===== config.mk =====
export PLATFORM = sky130hd
export DESIGN_NAME = gray_seq_gen
export DESIGN_NICKNAME = d
export VERILOG_FILES = /design/src/rtl/gray_pkg.sv /design/src/rtl/gray_seq_gen.sv
export SDC_FILE = /design/constraint.sdc
export NUM_CORES = 1
export LEC_CHECK = 0
export CAP_MARGIN = 20
export CORE_MARGIN = 4
export CORE_UTILIZATION = 53
export DETAILED_ROUTE_END_ITERATION = 8
export PLACE_DENSITY = 0.8
export SLEW_MARGIN = 20
export SYNTH_ARGS = -nofsm -noshare
export SYNTH_HDL_FRONTEND = slang
export SYNTH_SLANG_ARGS = --single-unit

===== constraint.sdc =====
create_clock -name clk -period 2.79 [get_ports clk]
set_input_delay 0.4185 -clock clk [delete_from_list [all_inputs] [get_ports clk]]
set_output_delay 0.4185 -clock clk [all_outputs]
set_load 0.02 [all_outputs]

===== src/rtl/gray_pkg.sv =====
// Shared definitions for the Gray-code datapath: sequencer state encoding and
// a width-agnostic binary-to-Gray helper.
package gray_pkg;

    typedef enum logic [1:0] {
        IDLE = 2'd0,
        RUN  = 2'd1,
        DONE = 2'd2
    } gray_seq_state_t;

    // Callers zero-extend into this width and truncate the result back. The top
    // bit of a narrower code is still correct, because the extension bit is 0.
    localparam int unsigned GRAY_MAX_W = 64;

    function automatic logic [GRAY_MAX_W-1:0] bin2gray(input logic [GRAY_MAX_W-1:0] bin);
        return bin ^ (bin >> 1);
    endfunction

endpackage


===== src/rtl/gray_seq_gen.sv =====
// Programmable Gray-code run generator on a valid/ready stream: steps a binary
// counter up or down from a start value and emits each count as a Gray code.
module gray_seq_gen
    import gray_pkg::*;
#(
    parameter int unsigned WIDTH = 8
) (
    input  logic             clk,
    input  logic             rst_n,
    input  logic             start,
    input  logic [WIDTH-1:0] start_val,
    input  logic [WIDTH-1:0] len,
    input  logic             dir,
    input  logic             abort,
    output logic [WIDTH-1:0] gray_o,
    output logic             valid_o,
    input  logic             ready_i,
    output logic             last_o,
    output logic             busy_o,
    output logic             done_o
);

    gray_seq_state_t state_q, state_d;
    logic [WIDTH-1:0] bin_q, bin_d;
    logic [WIDTH-1:0] rem_q, rem_d;
    logic             dir_q, dir_d;
    logic [WIDTH-1:0] gray_q, gray_d;
    logic             valid_q, valid_d;
    logic             last_q, last_d;
    logic             xfer;

    assign xfer = valid_q && ready_i;

    always_comb begin
        // NOTE: every signal gets a default before the case so no path leaves it
        // unassigned; that is what keeps this block from inferring latches.
        state_d = state_q;
        bin_d   = bin_q;
        rem_d   = rem_q;
        dir_d   = dir_q;
        gray_d  = gray_q;
        valid_d = valid_q;
        last_d  = last_q;

        unique case (state_q)
            IDLE: begin
                if (start) begin
                    state_d = RUN;
                    bin_d   = start_val;
                    rem_d   = len;
                    dir_d   = dir;
                    gray_d  = WIDTH'(bin2gray(GRAY_MAX_W'(start_val)));
                    valid_d = 1'b1;
                    last_d  = (len == '0);
                end
            end

            RUN: begin
                // Abort takes priority; a coincident transfer is still consumed
                // downstream, but the run ends without a done pulse.
                if (abort) begin
                    state_d = IDLE;
                    valid_d = 1'b0;
                    last_d  = 1'b0;
                end else if (xfer) begin
                    if (rem_q == '0) begin
                        state_d = DONE;
                        valid_d = 1'b0;
                        last_d  = 1'b0;
                    end else begin
                        bin_d  = dir_q ? (bin_q - WIDTH'(1)) : (bin_q + WIDTH'(1));
                        rem_d  = rem_q - WIDTH'(1);
                        gray_d = WIDTH'(bin2gray(GRAY_MAX_W'(bin_d)));
                        last_d = (rem_d == '0);
                    end
                end
            end

            DONE: begin
                state_d = IDLE;
            end

            default: begin
                state_d = IDLE;
                valid_d = 1'b0;
                last_d  = 1'b0;
            end
        endcase
    end

    always_ff @(posedge clk or negedge rst_n) begin
        if (!rst_n) begin
            state_q <= IDLE;
            bin_q   <= '0;
            rem_q   <= '0;
            dir_q   <= 1'b0;
            gray_q  <= '0;
            valid_q <= 1'b0;
            last_q  <= 1'b0;
        end else begin
            // NOTE: non-blocking assignments here so every register samples the
            // pre-edge value of its neighbours, independent of statement order.
            state_q <= state_d;
            bin_q   <= bin_d;
            rem_q   <= rem_d;
            dir_q   <= dir_d;
            gray_q  <= gray_d;
            valid_q <= valid_d;
            last_q  <= last_d;
        end
    end

    assign gray_o  = gray_q;
    assign valid_o = valid_q;
    assign last_o  = last_q;
    assign busy_o  = (state_q != IDLE);
    assign done_o  = (state_q == DONE);

endmodule


==> impl_metrics.ini <==
[drt]
avgViaCountPerCell = 5.72
wire_per_inst_microns = 14.8
wirelength_mm = 4.54
antenna_left = 0
num_vias = 1750
drt-initial-drc-count = 133
drc_errors = 0
firstDrtPassIters = 4

[grt]
track_usage = 0.211
antenna_found_initial = 0
grt_pass1_wl_mm = 7.53
grt_max_degree = 30
grt_overflow = 0
grt_pass1_vias = 1715

[worst_setup_path]
start_kind = flip-flop
r2r_start = dir_q
cpMostUsedCell = xnor2_1
critical_path.max_fanout = 9
slowest_stage = dfrtp_1
worstSetupPathType = reg2reg
cp-endpoint = gray_o[6]
crit_buf_inv = 0
cpLargestDelayFamily = compound AO/OA/AOI/OAI gates
worstPathRequired_ps = 2970
r2r_slack_ps = 440
crit_path_max_incr_delay_ps = 520
worstPathCellList = fa_1 > a211oi_1 > o21bai_1 > a21oi_1 > xnor2_1 > xnor2_1 > o221a_2
crit_cells = 7
regToRegEndpoint = gray_o[6]
crit_path_end_kind = flip-flop
arrival_ps = 2520
startpoint = dir_q
worst_r2r_path_depth = 7

[power_and_ir_drop]
leakage_nw = 0.975
p_seq_frac = 0.249
clkPwrFrac = 0.082
internal_power_mw = 1.67
powerDensity_nw_per_um2 = 1360
max-vdd-ir-drop_uv = 769
power_frac_comb = 0.669
switching_share = 0.482
p_sw_mw = 1.55

[finish]
fin_cells = 306
layout_common_cells = 33 x nand2_1, 33 x clkdlybuf4s50_1, 29 x nor2_1
diodes = 0
layout-drive-gt1-share = 0.0808
nets = 293
areaGrowthSynthToFinish_pct = 22.2

[sta]
rsz0062_at_grt = false
finClkSkew_ps = 4.96
finalSetupViolCount = 0
timing.fmax_mhz = 426
period_needed_ps = 2350
slew-limit-headroom = 0.638
tightest_slew_ps = 541
drv_slew = 0
tns_ps = 0
fin_crit_sh = 0.841
hold_violations = 0

[clocking]
clkSinkCount = 28
cts_tree = yes
ctsRootBufferMaster = clkbuf_8
htree_num_levels = 1
postCtsSetupRepairBufs = 0
cts.clk_slew.worst_paths_ps = 100
cts_buffers = 3
post_cts_resized = 0
cts_buffer_depth = 2
clock_latency_ps = 290
ctsHoldBuffers = 0

[die]
rows = 21
io_pins = 34
die_width_microns = 68.4
design.die.area_sq_um = 4680
die_h_microns = 68.4
core_sq_um = 3440
initial_core_util = 0.562

[synth]
ys.flop_type = dfrtp_1
ys_types = 45
ys_seq_area_frac = 0.362
syn_area_sq_um = 1940
synthCells = 228
yosysWarnings = 0
synth-seq-cells = 28
synth_fp_nets = 260
async_flop_share = 1.00
synth-edff-count = 0
syn_area_per_cell_sq_um = 8.49

[outcome]
status = finished, final reports clean

[run]
maxCapViolCount = 0

[worst_hold_path]
hold_class = reg2reg

[placement]
portBuffers = 33
post-place-cells = 302
gp_congestion = 0.867
dpl.hpwl_mm = 3.32
## Yosys cell counts, drive strengths merged (3+ instances only)
cell type | number | area (sq um)
a211oi | 3 | 27.5
nor2b | 3 | 18.8
nor4 | 3 | 18.8
a22oi | 3 | 22.5
nor2 | 30 | 120
nor3 | 7 | 51.3
nand2 | 33 | 124
ha | 9 | 113
a31oi | 7 | 43.8
o21ai | 18 | 90.1
buf | 7 | 40.0
clkbuf | 3 | 11.3
xor2 | 10 | 95.1
xnor2 | 10 | 87.6
inv | 4 | 15.0
nand3 | 7 | 35.0
dfrtp | 28 | 701
a21oi | 21 | 105
## registers in the layout, indices dropped and copies added (netlist names)
signal	cells
gray_o	7
bin_q	8
state_q	2
dir_q	1
rem_q	8
valid_o	1
last_o	1
## worst register-to-register path, cell delays in order (launching register included)
cell	delay (ps)
dfrtp_1	520
fa_1	460
a211oi_1	330
o21bai_1	120
a21oi_1	210
xnor2_1	220
xnor2_1	120
o221a_2	250
## power groups by stage
stage | Combinational [mW] | Clock, mW | Sequential, mW
6_report | 2.16 | 0.263 | 0.805
5_1_grt | 2.41 | 0.280 | 0.834
4_1_cts | 2.15 | 0.270 | 0.803
3_5_place_dp | 2.13 | 0 | 0.810
3_3_place_gp | 2.07 | 0 | 0.803
2_1_floorplan | 1.59 | 0 | 0.831
## per-stage QoR
stage | hold slack (ps) | setup slack, ps | cell area [sq um] | utilization | power [mW]
after detailed placement | 475 | 461 | 2310 | 0.671 | 2.94
after CTS | 506 | 432 | 2360 | 0.687 | 3.23
after floorplan | 123 | 697 | 1940 | - | 2.43
after global routing | 530 | 312 | 2360 | 0.687 | 3.53
after global placement | 463 | 611 | 2310 | 0.671 | 2.88
final | 503 | 445 | 2360 | 0.687 | 3.23
## cell type report
cell class / instances / area, sq um
inverters: 4 / 15.0
flip-flops and latches: 28 / 701
clock buffers: 4 / 55.1
repair buffers: 38 / 368
well taps: 46 / 57.6
multi-input cells: 186 / 1170
fillers: 292 / 1080
## worst min-delay path by stage
stage          startpoint   endpoint  slack [ps]  depth (start not counted)
6_report        gray_o[3]  gray_o[3]         500                          2
2_1_floorplan       rst_n   bin_q[0]         120                          0
3_3_place_gp    gray_o[3]  gray_o[3]         460                          2
4_1_cts         gray_o[3]  gray_o[3]         510                          2
3_5_place_dp    gray_o[3]  gray_o[3]         470                          2
5_1_grt         gray_o[3]  gray_o[3]         530                          2
## logic make-up (layout without fill, tap and decap cells)
| group | after synthesis | count (layout) | share of synthesized area |
|---|---|---|---|
| DFF | 28 | 28 | 0.362 |
| adders and majority gates | 10 | 10 | 0.0685 |
| xor gates and xnor gates | 20 | 20 | 0.0944 |
| AOI/OAI and AO/OA | 65 | 65 | 0.215 |
| buffers and inverters | 14 | 46 | 0.0343 |
| muxes | 3 | 3 | 0.0168 |
| and+or+nand+nor | 88 | 88 | 0.209 |
## layer usage
layer | share of wire | wire [microns] | track usage
met1 | 0.47 | 2150 | 0.282
met2 | 0.45 | 2050 | 0.333
met3 | 0.053 | 242 | 0.0394
met4 | 0.019 | 88 | 0.0844
met5 | 0 | 0 | 0
No activity file was read; power rests on OpenSTA's default activity.
==> edit 1, RTL diff (config.mk and constraints unchanged) <==
`WIDTH`: 8 -> 10.
--- a/src/rtl/gray_seq_gen.sv
+++ b/src/rtl/gray_seq_gen.sv
@@ -3,7 +3,7 @@
 module gray_seq_gen
     import gray_pkg::*;
 #(
-    parameter int unsigned WIDTH = 8
+    parameter int unsigned WIDTH = 10
 ) (
     input  logic             clk,
     input  logic             rst_n,
Ports: changed (resized gray_o, len and start_val); port bits go from 34 to 40. No check against the original RTL was run, so the function may have changed too.
==> edit 1 against the original RTL <==
Wire length is 26% higher. Setup slack worse by 190 ps. Sequential cell count is 6 higher. Total power up 0.67%. Area after synthesis is 21% higher. Final area rose by 24%. Combinational power fell by 10%. Count of clock-buffer cells in the layout grew 4. Critical endpoint is now rem_q[0]$_DFFE_PN0P_. Largest cell class unchanged. Highest routed layer unchanged.
==> edit 1: results (changes against the original RTL) <==
* Static Leak at 1.20 nW (+23%)
* Post-Syn Nets at 316 (+22%)
* First-pass GRT wire length at 9260 µm (+23%)
* Seq/Total Area, Yosys at 36.2% (about the same)
* HPWL Detailed at 4060 µm (+22%)
* Slew HR at 28.4% (-35 points)
* Worst skew pair latency at 290 ps (about the same)
* Clk power at 0.000434 W (+65%)
* Number of distinct library cells after synthesis at 48 (+6.7%)
* Int Pwr at 0.00186 W (+11%)
* Post_cts resized at 0 (unchanged)
* Placed instance area at 2810 µm² (+22%)
* Max FO, Critical Path at 23 (+14)
* Sw frac at 42.9% (-5.3 points)
* Routed wire length at 5700 µm (+26%)
* CP max stage delay at 520 ps (about the same)
* CTS clk-pin slew, worst paths at 70 ps (-30 ps)
* CTS Root Cell: clkbuf_8
* IO buf count at 39 (+18%)
* Logic pwr share at 59.7% (-7.2 points)
* Vias at 2138 (+22%)
* Wire per inst at 15.3 µm (+3.3%)
* 1st-iter DRT viols at 118 (-11%)
* Total GRT Usage at 21.5% (+0.46 points)
* DR DRC count at 0 (unchanged)
* Status: finished, final reports clean
* Cell count after synthesis at 279 (+22%)
* CP max-delay cell: or3b_2
* Crit path DAT at 2700 ps (+180 ps)
* Synth cell count leaders: dfrtp_1 (34), nand2_1 (34), o21ai_0 (29)
* DR pass1 iterations at 7 (+3)
* Final GP Congestion at 0.850 (-2.0%)
* Post-Place Worst Slack at 208 ps (-253 ps)
* Worst vdd ir at 0.700 mV (-9.0%)
* Vias in the first global route at 1983 (+16%)
* Cell count after placement at 364 (+21%)
* Clock skew at 3.72 ps (-1.24 ps)
* Htree depth at 2 (+1)
* Total clock buffers created by CTS at 5 (+2)
* Layout cell share with drive strength beyond 1 at 8.07% (about the same)
* Top cells by area, synth: dfrtp_1 (36%), xnor2_1 (6.7%), o21ai_0 (6.2%)
* Largest net degree at the start of global routing at 35 (+17%)
* # fillers at 352 (+21%)
edit 1: cell count changes after synthesis, moves of 4 or more:
| cell | delta |
|---|---|
| a21oi_1 | +7 |
| clkbuf_1 | +5 |
| dfrtp_1 | +6 |
| nor2_1 | -5 |
| o21ai_0 | +12 |
| or3_1 | +4 |
| xnor2_1 | +8 |
edit 1: cell type report:
class | instances | area [µm²] | share of cell area, %
repair buffers | 48 | 458 | 15.7
multi-input cells | 227 | 1420 | 48.7
flip-flops and latches | 34 | 851 | 29.1
clock buffers | 8 | 110 | 3.77
well taps | 50 | 62.6 | 2.14
inverters | 5 | 18.8 | 0.642
edit 1: worst paths after layout:
kind	startpoint	to	slack (ps)	cells past startpoint
setup / recovery	rem_q[0]$_DFFE_PN0P_	rem_q[0]$_DFFE_PN0P_	260	8
hold / removal	bin_q[2]$_DFFE_PN0P_	bin_q[2]$_DFFE_PN0P_	490	2
setup reg to reg	rem_q[0]$_DFFE_PN0P_	rem_q[0]$_DFFE_PN0P_	260	8
hold reg to reg	bin_q[2]$_DFFE_PN0P_	bin_q[2]$_DFFE_PN0P_	490	2
max in group asynchronous	rst_n	rem_q[0]$_DFFE_PN0P_	1950	2
min in group asynchronous	rst_n	last_o$_DFFE_PN0P_	530	2
edit 1: cells by family after synthesis:
family                   after synthesis  synth area share, %
XOR/XNOR                              27                 10.6
AO/OA/AOI/OAI                         95                 24.2
buffers and inverters                 18                 3.51
flip-flops                            34                 36.2
AND/OR/NAND/NOR                       92                 18.4
multiplexers                           2                0.905
adder cells (fa/ha/maj)               11                 6.17
edit 1: per-layer routing:
layer	up-vias	share of wire [%]	global-route usage [%]
met5	-	0	0
met4	0	1.2	5.73
met3	7	4.9	3.92
li1	1086	-	-
met1	987	47	29.6
met2	58	47	35.0
==> edit 2, RTL diff (same flow settings) <==
Made on the original files. The 3 states of `gray_seq_state_t` get a one-hot encoding in 3 bits.
--- a/src/rtl/gray_pkg.sv
+++ b/src/rtl/gray_pkg.sv
@@ -2,10 +2,10 @@
 // a width-agnostic binary-to-Gray helper.
 package gray_pkg;
 
-    typedef enum logic [1:0] {
-        IDLE = 2'd0,
-        RUN  = 2'd1,
-        DONE = 2'd2
+    typedef enum logic [2:0] {
+        IDLE = 3'b001,
+        RUN  = 3'b010,
+        DONE = 3'b100
     } gray_seq_state_t;
 
     // Callers zero-extend into this width and truncate the result back. The top
Behaviour: same outputs for any inputs over 4 cycles, from zero or initial values and one cycle with rst_n low; so few cycles prove little.
==> edit 2 against the original RTL <==
Wire length up 10%. Largest cell class unchanged. Largest power group unchanged. Critical path type unchanged. Setup slack worse by 19 ps. Sequential cell count up 1. Total power up 3.1%. Die area up 10%. Final area up 10%. Area after synthesis up 11%.
==> edit 2: results (changes against the original RTL) <==
* HP Start: gray_o[0]$_DFFE_PN0P_
* Max FO, Critical Path at 18 (+9)
* Vias in the first global route at 1816 (+5.9%)
* Sequential share of power at 25.2% (+0.3 points)
* Seq/Total Area, Yosys at 33.7% (-2.5 points)
* Layout cell share with drive strength beyond 1 at 8.48% (+0.40 points)
* Final GP Congestion at 0.859 (-0.99%)
* Routed wire length at 4990 µm (+10%)
* Met1 Usage GRT at 26.4% (-1.8 points)
* Int Pwr at 0.00177 W (+5.9%)
* CP max-delay cell: nor4b_1
* Slew HR at 62.9% (-0.96 points)
* Number of distinct library cells after synthesis at 58 (+29%)
* Synth Area in Adders at 6.16% (-0.70 points)
* XOR/XNOR Fraction of Synth Area at 5.28% (-4.2 points)
* Met3 wire length at 243 µm (+0.41%)
* CP max stage delay at 460 ps (-60 ps)
* M2 GR Usage at 31.6% (-1.6 points)
* 1st-iter DRT viols at 109 (-18%)
* Top cells by area, synth: dfrtp_1 (33%), ha_1 (5.2%), a21oi_1 (4.9%)
* Total GRT Usage at 19.8% (-1.3 points)
* HPWL Detailed at 3730 µm (+12%)
* Nets@finish at 314 (+7.2%)
* Hold Crit Endpoint: gray_o[0]$_DFFE_PN0P_
* Met2 wire len at 2240 µm (+9.3%)
* Met1 wire length at 2440 µm (+13%)
* Mux cell area share after synthesis at 2.85% (+1.2 points)
* Worst setup startpoint: rem_q[0]$_DFFE_PN0P_
* Critical path capture point: gray_o[2]$_DFFE_PN0P_
* Status: finished, final reports clean
* R2r setup slk at 430 ps (-20 ps)
* R2r worst-path depth at 8 (+1)
* Total clock buffers created by CTS at 5 (+2)
## edit 2: cell types whose count changed after synthesis, moves of 4 or more
cell | before | now
a31oi_1 | 7 | 2
a21o_1 | 1 | 5
mux2i_1 | 1 | 5
inv_1 | 4 | 8
o211ai_1 | 1 | 5
nor2_1 | 29 | 20
xor2_1 | 9 | 5
o21ai_1 | 1 | 7
nor3_1 | 5 | 13
nand2_1 | 33 | 18
a211oi_1 | 2 | 6
## edit 2: through the flow
stage	worst slack (ps)	power [W]	cell area, µm²	hold slack [ps]	cells
5_1_grt	238	0.00361	2610	518	331
4_1_cts	455	0.00334	2610	501	331
3_5_place_dp	389	0.00296	2520	482	323
6_report	426	0.00333	2610	495	331
3_3_place_gp	454	0.00291	2520	468	323
2_1_floorplan	685	0.00245	2150	123	249
## edit 2: layout make-up
class                      instances  area share (%)
clock buffer                       8            3.45
inverter                           8            1.15
multi-input combinational        200            51.2
sequential                        29            27.8
tap                               48            2.30
timing repair buffer              38            14.1
